[src/rtl/mf_sequencer.sv]
// Matched-filter run sequencer: coefficient load, settle, data stream, drain, done.
// All outputs come from flops loaded with values decoded from the next state.
module mf_sequencer #(
  parameter int unsigned COEFF_LENGTH  = 10000,
  parameter int unsigned DATA_LENGTH   = 33000,
  parameter int unsigned DRAIN_LENGTH  = 10000,
  parameter int unsigned TIMEOUT       = 16,
  parameter int unsigned SETTLE_LENGTH = 2
) (
  input  logic        clock,
  input  logic        resetN,
  input  logic        start,
  input  logic        abort,
  input  logic        coeffDoneFlag,
  output logic        enableCoeffRead,
  output logic        loadCoefficients,
  output logic        enableDataRead,
  output logic        loadDataFlag,
  output logic        stopDataLoadFlag,
  output logic        busy,
  output logic        done,
  output logic        error,
  output logic [15:0] phaseCount,
  output logic [2:0]  state
);

  localparam int unsigned PW = 16;

  localparam logic [PW-1:0] COEFF_LAST  = PW'(COEFF_LENGTH + TIMEOUT - 1);
  localparam logic [PW-1:0] SETTLE_LAST = PW'(SETTLE_LENGTH - 1);
  localparam logic [PW-1:0] DATA_LAST   = PW'(DATA_LENGTH - 1);
  localparam logic [PW-1:0] DRAIN_LAST  = PW'(DRAIN_LENGTH - 1);

  typedef enum logic [2:0] {
    IDLE       = 3'd1,
    LOAD_COEFF = 3'd2,
    SETTLE     = 3'd3,
    LOAD_DATA  = 3'd4,
    DRAIN      = 3'd5,
    DONE       = 3'd6,
    ERROR      = 3'd7
  } state_t;

  state_t        state_q, state_d;
  logic [PW-1:0] phase_q, phase_d;
  logic          en_coeff_q, en_coeff_d;
  logic          load_coeff_q, load_coeff_d;
  logic          en_data_q, en_data_d;
  logic          load_data_q, load_data_d;
  logic          stop_q, stop_d;
  logic          busy_q, busy_d;
  logic          done_q, done_d;
  logic          error_q, error_d;

  // Next state, phase counter and decoded outputs for the next cycle
  always_comb begin
    state_d      = state_q;
    phase_d      = phase_q + PW'(1);
    en_coeff_d   = 1'b0;
    load_coeff_d = 1'b0;
    en_data_d    = 1'b0;
    load_data_d  = 1'b0;
    stop_d       = 1'b0;
    busy_d       = 1'b0;
    done_d       = 1'b0;
    error_d      = 1'b0;

    unique case (state_q)
      IDLE:       if (start) state_d = LOAD_COEFF;
      LOAD_COEFF: begin
        if (coeffDoneFlag)             state_d = SETTLE;
        else if (phase_q == COEFF_LAST) state_d = ERROR;
      end
      SETTLE:     if (phase_q == SETTLE_LAST) state_d = LOAD_DATA;
      LOAD_DATA:  if (phase_q == DATA_LAST)   state_d = DRAIN;
      DRAIN:      if (phase_q == DRAIN_LAST)  state_d = DONE;
      DONE:       state_d = IDLE;
      ERROR:      state_d = ERROR;
      default:    state_d = IDLE;
    endcase

    if (abort) state_d = IDLE;

    // Counter only runs within the timed phases and restarts on every entry
    if ((state_d != state_q) || (state_d == IDLE) || (state_d == DONE) ||
        (state_d == ERROR)) begin
      phase_d = '0;
    end

    unique case (state_d)
      LOAD_COEFF: begin
        en_coeff_d   = 1'b1;
        load_coeff_d = 1'b1;
        busy_d       = 1'b1;
      end
      SETTLE:     busy_d = 1'b1;
      LOAD_DATA: begin
        en_data_d   = 1'b1;
        load_data_d = 1'b1;
        busy_d      = 1'b1;
      end
      DRAIN: begin
        stop_d = 1'b1;
        busy_d = 1'b1;
      end
      DONE: begin
        done_d = 1'b1;
        busy_d = 1'b1;
      end
      ERROR:      error_d = 1'b1;
      default:    busy_d  = 1'b0;
    endcase
  end

  always_ff @(posedge clock or negedge resetN) begin
    if (!resetN) begin
      state_q      <= IDLE;
      phase_q      <= '0;
      en_coeff_q   <= 1'b0;
      load_coeff_q <= 1'b0;
      en_data_q    <= 1'b0;
      load_data_q  <= 1'b0;
      stop_q       <= 1'b0;
      busy_q       <= 1'b0;
      done_q       <= 1'b0;
      error_q      <= 1'b0;
    end else begin
      state_q      <= state_d;
      phase_q      <= phase_d;
      en_coeff_q   <= en_coeff_d;
      load_coeff_q <= load_coeff_d;
      en_data_q    <= en_data_d;
      load_data_q  <= load_data_d;
      stop_q       <= stop_d;
      busy_q       <= busy_d;
      done_q       <= done_d;
      error_q      <= error_d;
    end
  end

  assign enableCoeffRead  = en_coeff_q;
  assign loadCoefficients = load_coeff_q;
  assign enableDataRead   = en_data_q;
  assign loadDataFlag     = load_data_q;
  assign stopDataLoadFlag = stop_q;
  assign busy             = busy_q;
  assign done             = done_q;
  assign error            = error_q;
  assign phaseCount       = phase_q;
  assign state            = state_q;

endmodule

[config.mk]
export PLATFORM = sky130hd
export DESIGN_NAME = mf_sequencer
export DESIGN_NICKNAME = d
export VERILOG_FILES = /design/src/rtl/mf_sequencer.sv
export SDC_FILE = /design/constraint.sdc
export NUM_CORES = 1
export LEC_CHECK = 0
export ABC_CLOCK_PERIOD_IN_PS = 2300
export BUFFER_PORTS_ARGS = -buffer_cell sky130_fd_sc_hd__clkbuf_2
export CAP_MARGIN = 20
export CORE_MARGIN = 3
export CORE_UTILIZATION = 25
export CTS_CLUSTER_SIZE = 24
export DETAILED_ROUTE_END_ITERATION = 7
export SYNTH_ARGS = -nofsm -noshare
export SYNTH_HDL_FRONTEND = slang
export SYNTH_SLANG_ARGS = --single-unit
[constraint.sdc]
create_clock -name clock -period 2.3 [get_ports clock]
set_clock_uncertainty 0.05 [all_clocks]
set_input_delay 0.46 -clock clock [delete_from_list [all_inputs] [get_ports clock]]
set_output_delay 0.46 -clock clock [all_outputs]
set_load 0.005 [all_outputs]
==> flow_summary.toml <==
[logic_synthesis]
ys.flop_type = "dfrtp_1"
synth.top_cells.by_area = "dfrtp_1 (38%), nor3_2 (6.3%), xnor2_1 (3.8%), xor2_1 (3.8%), nor3_1 (3.8%)"
synthArstFlopShare_pct = 100.0
synth_area_mm2 = 0.001594
syn_nets = 158
syn-mean-instance-area_um2 = 10.56
yosysWarnings = 0
yosysTopAreaCell = "dfrtp_1"
yosysUniqueCellTypes = 46
seq_area_frac_synth_pct = 39.32
ys_ff_latch = 25
synthDominantCellAreaShare_pct = 37.68
syn_inst = 151
synth_edf_count = 0

[cts]
ctsHoldBuffers = 0
cts_tree = "built"
ctsHtreeMaxLevel = 1
clock_sinks = 25
cts_max_path_buffers = 2
clk_pin_slew_worst_paths_ns = 0.09
cts_made_buffers = 3
root_buffer = "clkbuf_8"
insertion_delay_ns = 0.27

[floorplan]
core.rowCount = 28
io_pins = 32
die-height_um = 85.85
core-area_mm2 = 0.006061
die-area_mm2 = 0.007370
start_util_pct = 26.30
die_w_um = 85.85

[final_layout]
drive_above_1_share_pct = 37.43
area_delta_synth_final_pct = 16.01
final_nets = 195
diodes = 0
stdcell_count = 262

[critical_path]
crit_family = "simple AND/OR/NAND/NOR gates"
slowest_stage = "or4_4"
crit_required_ns = 2.41
crit_fanout = 8
worstSetupEndpointType = "flip-flop"
path_buf_inv = 1
cp_cell_sequence = "ha_1 -> nand4_2 -> or4_4 -> o31ai_4 -> nor2_2 -> o32ai_4 -> buf_4 -> nor3_1"
max_stage_delay_ns = 0.46
critPathArrivalTime_ns = 2.26
critPathLaunchType = "flip-flop"
worstSetupPathType = "flip-flop to flip-flop"

[detailed_routing]
dr.pass1.iters = 4
drt-total-wl_um = 3746
drcViolationCount = 0
drt-initial-drc-count = 49
ant_nets = 0
wl_per_cell_um = 14.30
avgViaCountPerCell = 4.927
vias = 1291

[timing]
hold_viol_final = 0
worst_pin_slew_ns = 0.6330
min_period_ns = 2.157
final-max-slew-violation-count = 0
clock.fmax_mhz = 463.6
setup_viol_count_final = 0
period_share_pct = 93.79
rsz0062_at_grt = "true"
relSlewSlack_pct = 57.80

[run_status]
status = "finished, final reports clean"

[placement]
dp.cells = 257
hpwlAfterDp_um = 2881
io_buffer_count = 31
place.gp.congestion = 0.8449

[worst_hold_path]
hp-class = "input port to async pin"

[global_route]
grt_first_pass_wirelength_um = 6299
first_global_vias = 1254
antenna_found_initial = 0
grt_max_degree = 26
grt-ovfl-total = 0
grt_usage_pct = 10.86

[power_and_ir_drop]
peakVddDrop_v = 0.0002509
finalPower_uw = 976.0
combPwrFrac_pct = 23.1
p_leak_uw = 0.0008133
p_sw_share_pct = 30.97
p_per_area_mw_per_mm2 = 527.8
p_int_uw = 673.7
pwr-share-seq_pct = 50.2
clock_power_share_pct = 26.8
p_sw_uw = 302.3

[job]
max-cap-violations = 0
==> synth_stat cells, drive strengths merged, types with 2 or more instances <==
cell,n
a31oi,2
nand4b,2
and3,6
nand4,6
nand3,5
nor2,10
nor4b,2
clkbuf,2
o21ai,3
xor2,7
nor3,22
ha,2
nor3b,2
buf,6
xnor2,7
nand2,12
o21bai,3
nor2b,4
inv,3
and3b,2
dfrtp,24
a21oi,2
a211o,2
o32ai,2
nor4,3
and4,2
==> metrics by stage <==
stage                     setup TNS, ns  setup WS [ns]  hold WS [ns]  area [um2]  util, %
after global placement                0         0.1843        0.4600        1792    29.56
final                                 0         0.1429        0.1376        1849    30.51
after detailed placement              0         0.1534        0.4628        1792    29.56
after floorplan                       0         0.1154        0.1144        1594        -
after CTS                             0         0.1266        0.1552        1838    30.33
after global routing          -0.002062      -0.002062        0.1777        1849    30.51
==> layout make-up <==
type / instances / area (um2)
sequential: 25 / 626.9
clock inverter: 1 / 5.005
fill: 650 / 4212
inverter: 3 / 11.26
tap: 75 / 93.84
clock buffer: 3 / 41.29
multi-input combinational: 114 / 837.1
timing repair buffer: 41 / 234.0
==> worst paths after layout <==
kind | end | slack, ns | startpoint | depth (start not counted)
min in group clock | state[1] | 0.43 | abort | 2
worst max register to register | phaseCount[6] | 0.14 | phaseCount[1] | 8
worst min-delay path | done | 0.14 | resetN | 1
worst max-delay path | phaseCount[6] | 0.14 | phaseCount[1] | 8
worst min register to register | phaseCount[0] | 0.56 | phaseCount[0] | 2
max in group asynchronous | phaseCount[2] | 1.64 | resetN | 1
==> layout by cell type, fill, tap and decap left out, types with 2 or more instances in the layout <==
| master | n |
|---|---|
| clkbuf_2 | 31 |
| dfrtp_1 | 24 |
| nor3_1 | 12 |
| nand2_1 | 12 |
| nor3_2 | 10 |
| nor2_1 | 9 |
| buf_4 | 9 |
| xnor2_1 | 7 |
| xor2_1 | 7 |
| nand4_1 | 5 |
| nand3_1 | 5 |
| nor2b_1 | 4 |
| and3_1 | 4 |
| inv_1 | 3 |
| clkbuf_8 | 3 |
| and3_2 | 2 |
| and4_2 | 2 |
| nor4_1 | 2 |
| nor4b_1 | 2 |
| nor3b_1 | 2 |
| o21bai_1 | 2 |
| o21ai_0 | 2 |
| and3b_1 | 2 |
| a21oi_1 | 2 |
| a31oi_1 | 2 |
| ha_1 | 2 |
==> power by group through the flow <==
| stage | clock [uW] | combinational (uW) | sequential, uW |
|---|---|---|---|
| floorplan | 0 | 188 | 486 |
| global placement | 0 | 218 | 497 |
| detailed placement | 0 | 219 | 497 |
| CTS | 276 | 221 | 490 |
| global route | 298 | 254 | 494 |
| finish | 261 | 225 | 490 |
==> worst reg2reg max path: stages, from the launching register on <==
cell	delay, ns
dfrtp_1	0.41
ha_1	0.20
nand4_2	0.15
or4_4	0.46
o31ai_4	0.26
nor2_2	0.08
o32ai_4	0.13
buf_4	0.22
nor3_1	0.07
==> routing by layer <==
metal	part of all wire [%]	up-vias	wire length [um]	global-route usage, %
li1	-	619	-	-
met1	47	629	1752	13.87
met2	47	39	1767	18.01
met3	5.1	4	191	3.074
met4	0.91	0	34	2.878
met5	0	-	0	0
==> state kept, by name, summed over array words and instances, names as in the netlist <==
register          flops
done                  1
loadCoefficients      1
stopDataLoadFlag      1
state                 3
phaseCount           16
error                 1
busy                  1
loadDataFlag          1
==> logic make-up after synthesis <==
kind of cell    synth area share (%)
simple gates                   32.89
fa+ha+maj                      1.570
compound gates                 10.36
flops                          39.33
buf+inv                        8.162
xor+xnor                       7.692
==> repair_timing <==
action | in CTS | in global routing
endpoints found under the setup margin | 0 | 6
setup buffers | 0 | 1
gates resized for setup | 0 | 2
Power figures use the tool's default switching activity.
